### src/rtl/uart_tx_arbiter.sv
// uart_tx_arbiter: round-robin arbiter sharing one uart_tx between NumReq byte sources.
//
// A winner is picked in IDLE, its byte is registered into tx_data and started with a
// one-cycle tx_enable pulse. The arbiter then waits for tx_busy to rise and fall again
// before it accepts the next byte, so at most one byte is ever in flight.
//
// Optional feature (macro UART_TX_ARB_LOCK_EN): a requester may hold the grant across
// several bytes by setting its req_lock bit on each accepted byte.
//
// Ports:
//   clk        system clock
//   reset      synchronous, active-high reset
//   req_valid  per-requester byte valid
//   req_data   per-requester byte, requester i in bits [8i+7:8i]
//   req_lock   per-requester grant-hold request (lock build only)
//   req_ready  accept strobe, one-hot or zero, only in IDLE
//   tx_enable  one-cycle start pulse to uart_tx
//   tx_data    byte presented to uart_tx, held until the next accept
//   tx_busy    busy flag from uart_tx
//   grant_id   index of the last accepted requester
//   arb_busy   high whenever the FSM is not in IDLE
module uart_tx_arbiter #(
    parameter int unsigned NumReq   = 4,
    parameter int unsigned IdxWidth = $clog2(NumReq)
) (
    input  logic                  clk,
    input  logic                  reset,
    input  logic [NumReq-1:0]     req_valid,
    input  logic [8*NumReq-1:0]   req_data,
    input  logic [NumReq-1:0]     req_lock,
    output logic [NumReq-1:0]     req_ready,
    output logic                  tx_enable,
    output logic [7:0]            tx_data,
    input  logic                  tx_busy,
    output logic [IdxWidth-1:0]   grant_id,
    output logic                  arb_busy
);

    localparam logic [1:0] StIdle     = 2'd0;
    localparam logic [1:0] StIssue    = 2'd1;
    localparam logic [1:0] StWaitBusy = 2'd2;
    localparam logic [1:0] StWaitDone = 2'd3;

    localparam logic [IdxWidth-1:0] LastIdx = IdxWidth'(NumReq - 1);

    logic [1:0]          state_q, state_d;
    logic [IdxWidth-1:0] ptr_q, ptr_d;
    logic [IdxWidth-1:0] grant_id_q, grant_id_d;
    logic [7:0]          tx_data_q, tx_data_d;

    logic [NumReq-1:0]   cand;
    logic                found;
    logic [IdxWidth-1:0] winner;
    logic [IdxWidth-1:0] idx;
    logic [IdxWidth-1:0] next_ptr;
    logic [7:0]          win_byte;
    logic                grant;

`ifdef UART_TX_ARB_LOCK_EN
    logic lock_q, lock_d;

    // While locked only the current owner may be granted.
    always_comb begin
        cand = req_valid;
        if (lock_q) begin
            cand = req_valid & (NumReq'(1) << grant_id_q);
        end
    end
`else
    logic unused_req_lock;
    assign unused_req_lock = ^req_lock;
    assign cand = req_valid;
`endif

    // Rotating search starting at ptr_q; explicit wrap so non-power-of-2 NumReq works.
    always_comb begin
        found  = 1'b0;
        winner = '0;
        idx    = ptr_q;
        for (int unsigned k = 0; k < NumReq; k++) begin
            if (!found && cand[idx]) begin
                found  = 1'b1;
                winner = idx;
            end
            idx = (idx == LastIdx) ? '0 : idx + IdxWidth'(1);
        end
    end

    always_comb begin
        win_byte = 8'h00;
        for (int unsigned k = 0; k < NumReq; k++) begin
            if (winner == IdxWidth'(k)) begin
                win_byte = req_data[8*k +: 8];
            end
        end
    end

    assign next_ptr = (winner == LastIdx) ? '0 : winner + IdxWidth'(1);

    // Gated by reset so a byte is never acknowledged in a cycle that clears the state.
    assign grant = (state_q == StIdle) && !tx_busy && found && !reset;

    always_comb begin
        state_d    = state_q;
        ptr_d      = ptr_q;
        grant_id_d = grant_id_q;
        tx_data_d  = tx_data_q;
`ifdef UART_TX_ARB_LOCK_EN
        lock_d     = lock_q;
`endif
        unique case (state_q)
            StIdle: begin
                if (grant) begin
                    state_d    = StIssue;
                    grant_id_d = winner;
                    tx_data_d  = win_byte;
`ifdef UART_TX_ARB_LOCK_EN
                    lock_d = req_lock[winner];
                    // Rotation resumes only on the unlocking byte.
                    if (!req_lock[winner]) begin
                        ptr_d = next_ptr;
                    end
`else
                    ptr_d = next_ptr;
`endif
                end
            end
            StIssue:    state_d = StWaitBusy;
            StWaitBusy: if (tx_busy) state_d = StWaitDone;
            StWaitDone: if (!tx_busy) state_d = StIdle;
            default:    state_d = StIdle;
        endcase
    end

    always_ff @(posedge clk) begin
        if (reset) begin
            state_q    <= StIdle;
            ptr_q      <= '0;
            grant_id_q <= '0;
            tx_data_q  <= 8'h00;
`ifdef UART_TX_ARB_LOCK_EN
            lock_q     <= 1'b0;
`endif
        end else begin
            state_q    <= state_d;
            ptr_q      <= ptr_d;
            grant_id_q <= grant_id_d;
            tx_data_q  <= tx_data_d;
`ifdef UART_TX_ARB_LOCK_EN
            lock_q     <= lock_d;
`endif
        end
    end

    assign req_ready = grant ? (NumReq'(1) << winner) : '0;
    assign tx_enable = (state_q == StIssue);
    assign tx_data   = tx_data_q;
    assign grant_id  = grant_id_q;
    assign arb_busy  = (state_q != StIdle);

endmodule

### config.mk
export PLATFORM = sky130hd
export DESIGN_NAME = uart_tx_arbiter
export DESIGN_NICKNAME = d
export VERILOG_FILES = /design/src/rtl/uart_tx_arbiter.sv
export SDC_FILE = /design/constraint.sdc
export NUM_CORES = 1
export LEC_CHECK = 0
export CAP_MARGIN = 20
export CORE_MARGIN = 5
export CORE_UTILIZATION = 40
export CTS_BUF_LIST = sky130_fd_sc_hd__clkbuf_16
export CTS_CLUSTER_DIAMETER = 150
export DETAILED_ROUTE_END_ITERATION = 10
export GPL_TIMING_DRIVEN = 1
export HOLD_SLACK_MARGIN = 0.12
export PLACE_DENSITY = 0.78
export SLEW_MARGIN = 20
export SYNTH_ARGS = -nofsm -noshare
export SYNTH_HDL_FRONTEND = slang
export SYNTH_SLANG_ARGS = --single-unit
### constraint.sdc
create_clock -name clk -period 5.7 [get_ports clk]
set_clock_uncertainty 0.1 [all_clocks]
set_input_delay 0.57 -clock clk [delete_from_list [all_inputs] [get_ports clk]]
set_output_delay 0.57 -clock clk [all_outputs]
set_load 0.05 [all_outputs]
; ---- Word-level counts from Yosys, hierarchy flattened
; Index checks and enable logic that the tools add are counted.
[totals]
reg_bits = 14
inputBits = 43
output_inout_bits = 16
elab_cells = 70
[classes]
addsub = 4
order_cmp = 4
eq_ne = 12
shifts = 1
n_mux = 29
n_reduce_logical = 16
[ops]
columns = cell, n
row1 = 8-bit 2-to-1 mux, 4
row2 = 2-bit 2-to-1 mux, 11
row3 = 2-bit equality test (second input constant), 7
row4 = 2-bit by 3-bit less-than comparator with 1-bit output (second input constant), 4
row5 = 2-bit by 1-bit adder with 2-bit output (second input constant), 4
row6 = 1-bit binary-select mux with 2-bit select, 4
row7 = 1-bit 2-to-1 mux, 8
row8 = 2-bit one-hot mux with 4 select lines, 1
row9 = 1-bit logical AND, 6
row10 = 2-bit inequality test (second input constant), 3
row11 = 1-bit logical NOT, 5
row12 = 2-bit by 1-bit equality test with 1-bit output (second input constant), 2
row13 = 2-bit logical NOT, 2
row14 = 4-bit 2-to-1 mux, 1
row15 = 1-bit by 2-bit << shifter with 4-bit output (first input constant), 1
row16 = 3-bit AND reduction, 1
row17 = 2-bit AND reduction, 1
row18 = 2-bit nonzero test, 1

; ---- Logic depth before layout (Yosys ltp)
; Gate-level depths: netlist of run 1.
[depth]
word_depth = 17
mapped_depth = 14
mapped_depth_nobuf = 12

; ---- Worst setup path before layout of run 1
; OpenSTA, ideal clock, no wires.
[synth_path]
path_type = register -> output
from = register ptr_q[1]
to = output req_ready[3]
arrival_time_ps = 2877
t_required_ps = 5030
setup_slack_ps = 2153
path_stages_with_launch = 12
path_buffers = 3
cell_sequence = dfxtp_1 ha_1 buf_2 mux2i_1 mux2i_1 nor4_1 a21oi_1 nand2_1 ha_1 clkbuf_1 clkbuf_1 and3_1
[synth_via]
word_cells_on_any_way = 35
cone_classes = add/sub: 3 / eq/ne: 3 / shift: 1 / mux: 20 / reduce/logical: 8
[synth_rtl]
columns = element, line
row1 = from (decl), 47  ; logic [IdxWidth-1:0] ptr_q, ptr_d;
row2 = from (signal assigned), 146  ; ptr_q <= ptr_d;
row3 = "parallel branches: the longest is 11 deep, another holds 2-bit by 1-bit adder with 2-bit output", -
row4 = 2-bit 2-to-1 mux (*), 81  ; if (!found && cand[idx]) begin
row5 = named net winner[0], 53  ; logic [IdxWidth-1:0] winner;
row6 = 1-bit by 2-bit << shifter with 4-bit output (*), 155  ; assign req_ready = grant ? (NumReq'(1) << winner) : '0;
row7 = 4-bit 2-to-1 mux (*), 155
row8 = to (decl), 31  ; output logic [NumReq-1:0] req_ready,
; Mark *: on every way through the listed nets, which the timed path passes. The select of a mux whose other input is x is not followed.

; ---- Final worst setup path of run 1
[layout_path]
from = register ptr_q[0]
to = output req_ready[2]
[layout_via]
elab_chain_cells = 15
word_cells_on_any_way = 35
cone_classes = add/sub: 3 / eq/ne: 3 / shift: 1 / mux: 20 / reduce/logical: 8
[layout_rtl]
columns = element, line
row1 = "parallel branches: the longest is 14 deep, another holds 2-bit by 1-bit adder with 2-bit output", -
row2 = 4-bit 2-to-1 mux (*), 155
; Every way passes the cells marked *. The select of a mux whose other input is x is not followed.

==> results of run 1 <==
==> layout make-up <==
type	count	area, um^2	area share
Multi-Input combinational cell	139	1070	0.516
Tap cell	46	57.6	0.0278
Clock buffer	3	75.1	0.0363
Timing Repair Buffer	56	556	0.268
Clock inverter	1	3.75	0.00181
Sequential cell	14	280	0.135
Inverter	8	30.0	0.0145
==> cell usage after synthesis, drive strengths merged <==
library cell  number  area (um^2)
dfxtp             14          280
nand3b             2         15.0
nor2               6         30.0
mux2               1         11.3
or2                2         12.5
o21a               1         7.51
and2               1         6.26
o211ai             4         30.0
a32oi              1         8.76
a31o               1         8.76
nor4b              1         8.76
nor2b             16          100
and3               4         25.0
a32o               1         10.0
mux2i              8         80.1
a221o              1         10.0
o31ai              3         27.5
o22ai              2         12.5
xor2               1         8.76
nand2              3         11.3
a21oi             23          134
ha                10          125
xnor2              1         8.76
buf                7         41.3
nor3b              1         7.51
a211oi            10          105
nor4               1         6.26
a22oi              1         7.51
a311oi             2         17.5
and3b              1         8.76
nand3              1         5.00
o211a              1         10.0
inv                8         30.0
nor3              11         55.1
a211o              1         8.76
a221oi            10          105
nor4bb             1         10.0
o221ai             1         8.76
o21ai              3         15.0
a31oi              1         6.26
clkbuf             8         30.0
==> worst reg2reg max path, stage by stage, from the launching register on <==
cell	delay (ps)
dfxtp_1	690
ha_1	510
xor2_1	260
a211o_1	400
a32o_1	290
a21oi_1	260
nand2_1	130
ha_1	410
nand3b_1	240
a21oi_1	170
a21oi_1	60
or2_2	300
a311oi_1	280
==> worst max path at each step <==
stage              endpoint  slack (ps)                  start
2_1_floorplan  req_ready[3]        2150  ptr_q[1]$_SDFFE_PP0P_
3_3_place_gp   req_ready[2]         950  ptr_q[0]$_SDFFE_PP0P_
3_5_place_dp   req_ready[2]         920  ptr_q[0]$_SDFFE_PP0P_
4_1_cts        req_ready[2]         670  ptr_q[0]$_SDFFE_PP0P_
5_1_grt        req_ready[2]         390  ptr_q[0]$_SDFFE_PP0P_
6_report       req_ready[2]         660  ptr_q[0]$_SDFFE_PP0P_
==> sequential cells by signal, summed over array words and instances, names as in the netlist <==
name,flops
tx_data,8
grant_id,2
ptr_q,2
state_q,2
==> cell families (layout without fill, tap and decap cells) <==
family	after synthesis	count (layout)	synth area share
flip-flops	14	14	0.193
buffers and inverters	23	68	0.0699
AO/OA/AOI/OAI	67	67	0.368
XOR/XNOR	2	2	0.0121
multiplexers	9	9	0.0630
adder cells (fa/ha/maj)	10	10	0.0863
AND/OR/NAND/NOR	51	51	0.208
==> stage by stage <==
step / util / hold WS [ps] / instance area [um^2]
floorplan: - / 387 / 1450
global placement: 0.583 / 410 / 1990
CTS: 0.606 / 424 / 2070
finish: 0.606 / 422 / 2070
detailed placement: 0.583 / 416 / 1990
global route: 0.606 / 446 / 2070
==> routing by layer <==
layer / GRT usage / vias to the layer above / routed length [um]
li1: - / 759 / -
met1: 0.197 / 676 / 1780
met2: 0.240 / 51 / 1750
met3: 0.0703 / 2 / 356
met4: 0.0191 / 0 / 9
met5: 0 / - / 0
==> power breakdown <==
part / total [mW] / switching [mW] / internal (mW)
sequential: 0.175 / 0.0448 / 0.130
clock: 0.131 / 0.0385 / 0.0926
combinational: 1.07 / 0.648 / 0.423
==> flow_summary.json, run 1 <==
{
  "syn_nets": 229,
  "dp.cells": 263,
  "crit_chain": "ha_1, xor2_1, a211o_1, a32o_1, a21oi_1, and2_1, ha_1, and3_1, clkdlybuf4s50_1",
  "drt_pass1_iterations": 4,
  "syn-mean-instance-area_um2": 8.24,
  "track_usage": 0.153,
  "path_clk_slew_ps": 50,
  "netlist_area_mm2": 0.00145,
  "maxSlewViolCount": 0,
  "syn_inst": 176,
  "root_buffer": "clkbuf_16",
  "power_mw": 1.38,
  "vias": 1488,
  "cts_tree": "yes",
  "final_nets": 275,
  "insertion_delay_ps": 240,
  "crit_family": "adder cells",
  "fp.dieArea_mm2": 0.00493,
  "slew_headroom": 0.490,
  "peakVddDrop_uv": 343,
  "syn_to_final_growth_pct": 42.8,
  "r2r_end": "tx_data[7]$_SDFFE_PP0P_",
  "min_delay_worst_endpoint": "tx_data[2]$_SDFFE_PP0P_",
  "grt_setup_unrepaired": "false",
  "max_stage_delay_ps": 800,
  "port_buffers": 54,
  "antenna_cells": 0,
  "outcome": "complete, no violations",
  "path_buf_inv": 1,
  "hold_viol_final": 0,
  "min_from": "tx_data[2]$_SDFFE_PP0P_",
  "reg2reg_slack_ps": 1490,
  "path_common_cell": "ha_1",
  "leakagePower_nw": 0.746,
  "layout-drive-gt1-share": 0.0995,
  "synth_cell_type_count": 47,
  "period_minus_slack_ps": 5040,
  "avgViaCountPerCell": 5.57,
  "worstRegToRegCells": 12,
  "tns_ps": 0,
  "ant_nets": 0,
  "grt_antenna_before_repair": 0,
  "ys_ff_latch": 14,
  "hold_path_depth": 2,
  "cts_sinks": 14,
  "postCtsHoldBufs": 0,
  "cellPowerDensity_mw_per_mm2": 665,
  "clk_path_buf_depth": 2,
  "final_common_cell": "clkdlybuf4s50_1",
  "initialDrtViolationCount": 89,
  "setup_violations": 0,
  "critical_path_depth": 9,
  "hp-class": "flip-flop to flip-flop",
  "fillers": 332,
  "startpoint_type": "flip-flop",
  "grt_max_degree": 21,
  "ios": 59,
  "rr_startpoint": "ptr_q[0]$_SDFFE_PP0P_",
  "worstPathMaxFanout": 17,
  "fin_cells": 267,
  "critical_path_class": "flip-flop to primary output",
  "initial_core_util": 0.425,
  "wirelength_um": 3900,
  "max_freq_mhz": 198,
  "grt-ovfl-total": 0,
  "globalplace.congestion": 0.763,
  "crit_path_end_kind": "primary output",
  "fin_crit_sh": 0.884,
  "drc": 0,
  "grt_pass1_wl_um": 6350,
  "final_cell_mix": "clkdlybuf4s50_1, a21oi_1, nor2b_1, dfxtp_1, nor3_1",
  "cp.required_ps": 5030,
  "ctsResizeCount": 0,
  "htree_levels": 1,
  "hpwl_um": 2880,
  "core_region_area_mm2": 0.00342,
  "post_cts_buffers": 0,
  "wl_per_cell_um": 14.6,
  "cp_slowest_cell": "clkdlybuf4s50_1",
  "dp_slack_ps": 924,
  "worst_slew_pin_slew_ps": 764,
  "maxCapViolCount": 0,
  "setup_slack_ps": 660,
  "cts_inserted_buffers": 3,
  "fp.dieW_um": 70.2,
  "row_count": 21,
  "cp.arrival_ps": 4370,
  "grt_pass1_vias": 1368,
  "synth_seq_area_share": 0.193,
  "die_y_um": 70.2,
  "yosys_warnings": 0
}
No activity file was read; power rests on OpenSTA's default activity.
==> inputs of run 2 (changes only) <==
CORE_UTILIZATION = 47   (was 40)
PLACE_DENSITY = 0.89   (was 0.78)
==> run 2 against run 1 <==
Compared with the run above:
- core utilization is 7.5 points higher
- sequential cell count stayed put
- routed wire length rose by 9.8%
- via count is 3.1% higher
- clock-buffer cell count unchanged
- sequential share of layout area is 0.16 points higher
- critical path type unchanged
==> flow_summary.json, run 2 (synthesized netlist as in run 1, its figures left out) <==
{
  "final_common_cell": "clkdlybuf4s50_1",
  "hold_viol_final": 0,
  "root_buffer": "clkbuf_16",
  "ant_nets": 0,
  "initial_core_util": 0.483,
  "switchingPower_uw": 767,
  "vias": 1534,
  "die_y_um": 65.5,
  "slew_headroom": 0.449,
  "grt_pass1_wl_um": 6860,
  "drt_pass1_iterations": 6,
  "antenna_cells": 0,
  "avgViaCountPerCell": 6.06,
  "grt-ovfl-total": 0,
  "grt_pass1_vias": 1504,
  "post_cts_buffers": 0,
  "outcome": "complete, no violations",
  "fp.dieW_um": 65.5,
  "tns_ps": 0,
  "crit_path_end_kind": "primary output",
  "hp-class": "flip-flop to flip-flop",
  "clk_path_buf_depth": 2,
  "cp.required_ps": 5030,
  "port_buffers": 54,
  "ctsResizeCount": 0,
  "seq_area_um2": 280,
  "setup_violations": 0,
  "worst_slew_pin_slew_ps": 826,
  "cts_inserted_buffers": 3,
  "cellPowerDensity_mw_per_mm2": 689,
  "combinationalPowerShare": 0.780,
  "clkPwrFrac": 0.095,
  "initialDrtViolationCount": 128,
  "hpwl_um": 3030,
  "htree_levels": 1,
  "maxSlewViolCount": 0,
  "worstPathMaxFanout": 17,
  "leakagePower_nw": 0.741,
  "drc": 0,
  "peakVddDrop_uv": 351,
  "wl_per_cell_um": 16.9,
  "cts_sinks": 14,
  "ios": 59,
  "startpoint_type": "flip-flop",
  "final_nets": 274,
  "multi_input_area_mm2": 0.00107,
  "fillers": 251,
  "globalplace.congestion": 0.782,
  "cts_tree": "yes",
  "grt_setup_unrepaired": "false",
  "track_usage": 0.198,
  "critical_path_class": "flip-flop to primary output",
  "insertion_delay_ps": 240,
  "grt_max_degree": 21,
  "path_clk_slew_ps": 50,
  "dp_slack_ps": 999,
  "fp.dieArea_mm2": 0.00430,
  "wirelength_um": 4280,
  "cp.arrival_ps": 4350,
  "max_freq_mhz": 199,
  "postCtsHoldBufs": 0,
  "row_count": 20,
  "swShare": 0.544,
  "fin_crit_sh": 0.881,
  "layout-drive-gt1-share": 0.0955,
  "final_cell_mix": "clkdlybuf4s50_1, a21oi_1, nor2b_1, dfxtp_1, nor3_1",
  "syn_to_final_growth_pct": 41.2,
  "period_minus_slack_ps": 5020,
  "intPower_uw": 644,
  "power_mw": 1.41,
  "pwr-share-seq": 0.125,
  "core_region_area_mm2": 0.00300,
  "largest_register_ffs": 8,
  "setup_slack_ps": 678,
  "grt_antenna_before_repair": 0,
  "maxCapViolCount": 0
}
-- run 2: layout make-up --
type	count	area share
multi-input combinational	139	0.522
timing repair buffer	55	0.268
sequential	14	0.137
clock buffer	3	0.0367
tap	33	0.0202
inverter	8	0.0147
clock inverter	1	0.00183
-- run 2: power by group through the flow --
stage / combinational, mW / clock [mW] / sequential [mW]
after global placement: 1.06 / 0 / 0.175
after detailed placement: 1.07 / 0 / 0.175
after floorplan: 0.796 / 0 / 0.216
final: 1.10 / 0.134 / 0.177
after global routing: 1.20 / 0.138 / 0.180
after CTS: 1.09 / 0.133 / 0.175
-- run 2: worst paths after layout --
kind,startpoint,end,slack (ps),depth (start not counted)
setup reg to reg,ptr_q[0]$_SDFFE_PP0P_,tx_data[7]$_SDFFE_PP0P_,1510,12
hold / removal,tx_data[3]$_SDFFE_PP0P_,tx_data[3]$_SDFFE_PP0P_,420,2
setup / recovery,ptr_q[0]$_SDFFE_PP0P_,req_ready[2],680,9
hold reg to reg,tx_data[3]$_SDFFE_PP0P_,tx_data[3]$_SDFFE_PP0P_,420,2
-- run 2: layer usage --
| metal | global-route usage | part of all wire |
|---|---|---|
| met1 | 0.214 | 0.40 |
| met2 | 0.377 | 0.50 |
| met3 | 0.0701 | 0.085 |
| met4 | 0.0233 | 0.0056 |
| met5 | 0 | 0 |
-- run 2: per-stage QoR --
stage                     cell area (um^2)  hold slack (ps)   util  instances
final                                 2050              425  0.682        253
after global routing                  2050              441  0.682        253
after CTS                             2050              427  0.682        253
after detailed placement              1970              413  0.655        249
after global placement                1970              408  0.655        249
after floorplan                       1450              387      -        176
-- run 2: critical path, stage by stage, from the launching register on --
cell and delay (ps):
dfxtp_1 680, ha_1 520, xor2_1 260, a211o_1 390
a32o_1 280, a21oi_1 260, and2_1 210, ha_1 460
and3_1 230, clkdlybuf4s50_1 800
==> inputs of run 3 (changes only) <==
CORE_MARGIN = not set   (was 5)
==> run 3 against run 2 <==
Compared with the run above:
- the flow now finishes with violations (design-rule violations)
- sequential share of layout area about the same
- hold slack gained 4.7 ps
- critical path type unchanged
- critical endpoint is now req_ready[1]
- clock-buffer cell count unchanged
- non-clock buffer count did not move
- largest cell class unchanged
- sequential power barely moved
- design area fell by 0.12%
- first-iteration DRC count is 6.3% lower
==> flow_summary.json, run 3 (synthesized netlist as in run 1, its figures left out) <==
{
  "outcome": "complete, but fails checks",
  "violations": "design-rule violations",
  "largest_register_ffs": 8,
  "wirelength_um": 4230,
  "crit_family": "adder cells",
  "startpoint": "ptr_q[0]$_SDFFE_PP0P_",
  "combinationalPowerShare": 0.778,
  "ios": 59,
  "intPower_uw": 646,
  "setup_violations": 0,
  "max_stage_delay_ps": 810,
  "initialDrtViolationCount": 120,
  "initial_core_util": 0.513,
  "final_nets": 274,
  "power_mw": 1.41,
  "dpl_cell_area_mm2": 0.00197,
  "rr_startpoint": "ptr_q[0]$_SDFFE_PP0P_",
  "path_clk_slew_ps": 50,
  "post_cts_buffers": 0,
  "hp-class": "flip-flop to flip-flop",
  "vias": 1587,
  "port_buffers": 54,
  "endpoint": "req_ready[1]",
  "row_count": 19,
  "grt_pass1_wl_um": 7170,
  "grt_antenna_before_repair": 0,
  "cts_sinks": 14,
  "core_region_area_mm2": 0.00283,
  "maxCapViolCount": 0,
  "cp.arrival_ps": 4370,
  "track_usage": 0.281,
  "fp.dieArea_mm2": 0.00331,
  "drc": 2,
  "clkPwrFrac": 0.096,
  "grt_max_degree": 21,
  "grt_setup_unrepaired": "false",
  "dp_slack_ps": 943,
  "cp_slowest_cell": "clkdlybuf4s50_1",
  "cts_inserted_buffers": 3,
  "switchingPower_uw": 767,
  "die_y_um": 57.5,
  "period_minus_slack_ps": 5040,
  "setup_slack_ps": 663,
  "clk_path_buf_depth": 2,
  "peakVddDrop_uv": 374,
  "worstPathMaxFanout": 17,
  "stdcell_area_mm2": 0.00204,
  "worst_slew_pin_slew_ps": 828,
  "worstRegToRegCells": 12,
  "grt_pass1_vias": 1626,
  "slew_headroom": 0.448,
  "final_common_cell": "clkdlybuf4s50_1",
  "drt_pass1_iterations": 7,
  "postCtsHoldBufs": 0,
  "critical_path_class": "flip-flop to primary output",
  "hold_viol_final": 0,
  "crit_path_end_kind": "primary output",
  "path_common_cell": "ha_1",
  "cellPowerDensity_mw_per_mm2": 691,
  "maxSlewViolCount": 0,
  "path_buf_inv": 1,
  "leakagePower_nw": 0.741,
  "pwr-share-seq": 0.126,
  "avgViaCountPerCell": 6.32,
  "insertion_delay_ps": 250,
  "cts_tree": "yes",
  "reg2reg_slack_ps": 1460,
  "grt-ovfl-total": 0,
  "root_buffer": "clkbuf_16",
  "final_cell_mix": "clkdlybuf4s50_1, a21oi_1, nor2b_1, dfxtp_1, nor3_1",
  "swShare": 0.543,
  "layout-drive-gt1-share": 0.0955,
  "fin_crit_sh": 0.884,
  "htree_levels": 1,
  "startpoint_type": "flip-flop",
  "wl_per_cell_um": 16.9,
  "hpwl_um": 3040,
  "max_freq_mhz": 199,
  "syn_to_final_growth_pct": 41.0,
  "critical_path_depth": 8,
  "r2r_end": "tx_data[7]$_SDFFE_PP0P_",
  "antenna_cells": 0,
  "ctsResizeCount": 0,
  "fillers": 203,
  "tns_ps": 0,
  "fp.dieW_um": 57.5,
  "cp.required_ps": 5030,
  "globalplace.congestion": 0.859,
  "crit_chain": "ha_1, xor2_1, a211o_1, a32o_1, a211oi_2, ha_1, and3_1, clkdlybuf4s50_1",
  "fin_util": 0.723,
  "ant_nets": 0
}
[run 3: cell counts in the layout (fill, tap and decap cells not counted)]
No cell type changed its count.
[run 3: stage by stage]
step	hold slack, ps	instances
2_1_floorplan	387	176
3_3_place_gp	402	247
3_5_place_dp	418	247
4_1_cts	431	251
5_1_grt	445	251
6_report	429	251
[run 3: worst min-delay path by stage]
stage                            startpoint                       to  slack (ps)  cells after the start
global route        tx_data[4]$_SDFFE_PP0P_  tx_data[4]$_SDFFE_PP0P_         450                      2
finish              tx_data[6]$_SDFFE_PP0P_  tx_data[6]$_SDFFE_PP0P_         430                      2
detailed placement  state_q[1]$_SDFFE_PP0P_  state_q[1]$_SDFFE_PP0P_         420                      2
floorplan           state_q[1]$_SDFFE_PP0P_  state_q[1]$_SDFFE_PP0P_         390                      2
CTS                 tx_data[6]$_SDFFE_PP0P_  tx_data[6]$_SDFFE_PP0P_         430                      2
global placement    state_q[1]$_SDFFE_PP0P_  state_q[1]$_SDFFE_PP0P_         400                      2
[run 3: final cells by class]
class                           count  area, um^2  area share
Tap cell                           31        38.8      0.0190
Sequential cell                    14         280       0.137
Clock buffer                        3        75.1      0.0367
Clock inverter                      1        3.75     0.00184
Timing Repair Buffer               55         548       0.268
Multi-Input combinational cell    139        1070       0.523
Inverter                            8        30.0      0.0147
[run 3: layer usage]
metal / global-route usage / wire [um]
met3: 0.0794 / 238
met2: 0.517 / 2310
met1: 0.311 / 1650
met4: 0.0801 / 31
met5: 0 / 0
[run 3: tightest hold or removal path: cells and delay by family (launching register included)]
family | cells | cell delay, ps
DFF | 1 | 310
AOI/OAI and AO/OA | 2 | 160
[run 3: power groups by stage]
stage          Sequential [mW]  Combinational (mW)  Clock (mW)
2_1_floorplan            0.216               0.796           0
3_3_place_gp             0.174                1.05           0
3_5_place_dp             0.179                1.08           0
4_1_cts                  0.177                1.09       0.137
5_1_grt                  0.184                1.19       0.141
6_report                 0.178                1.10       0.136
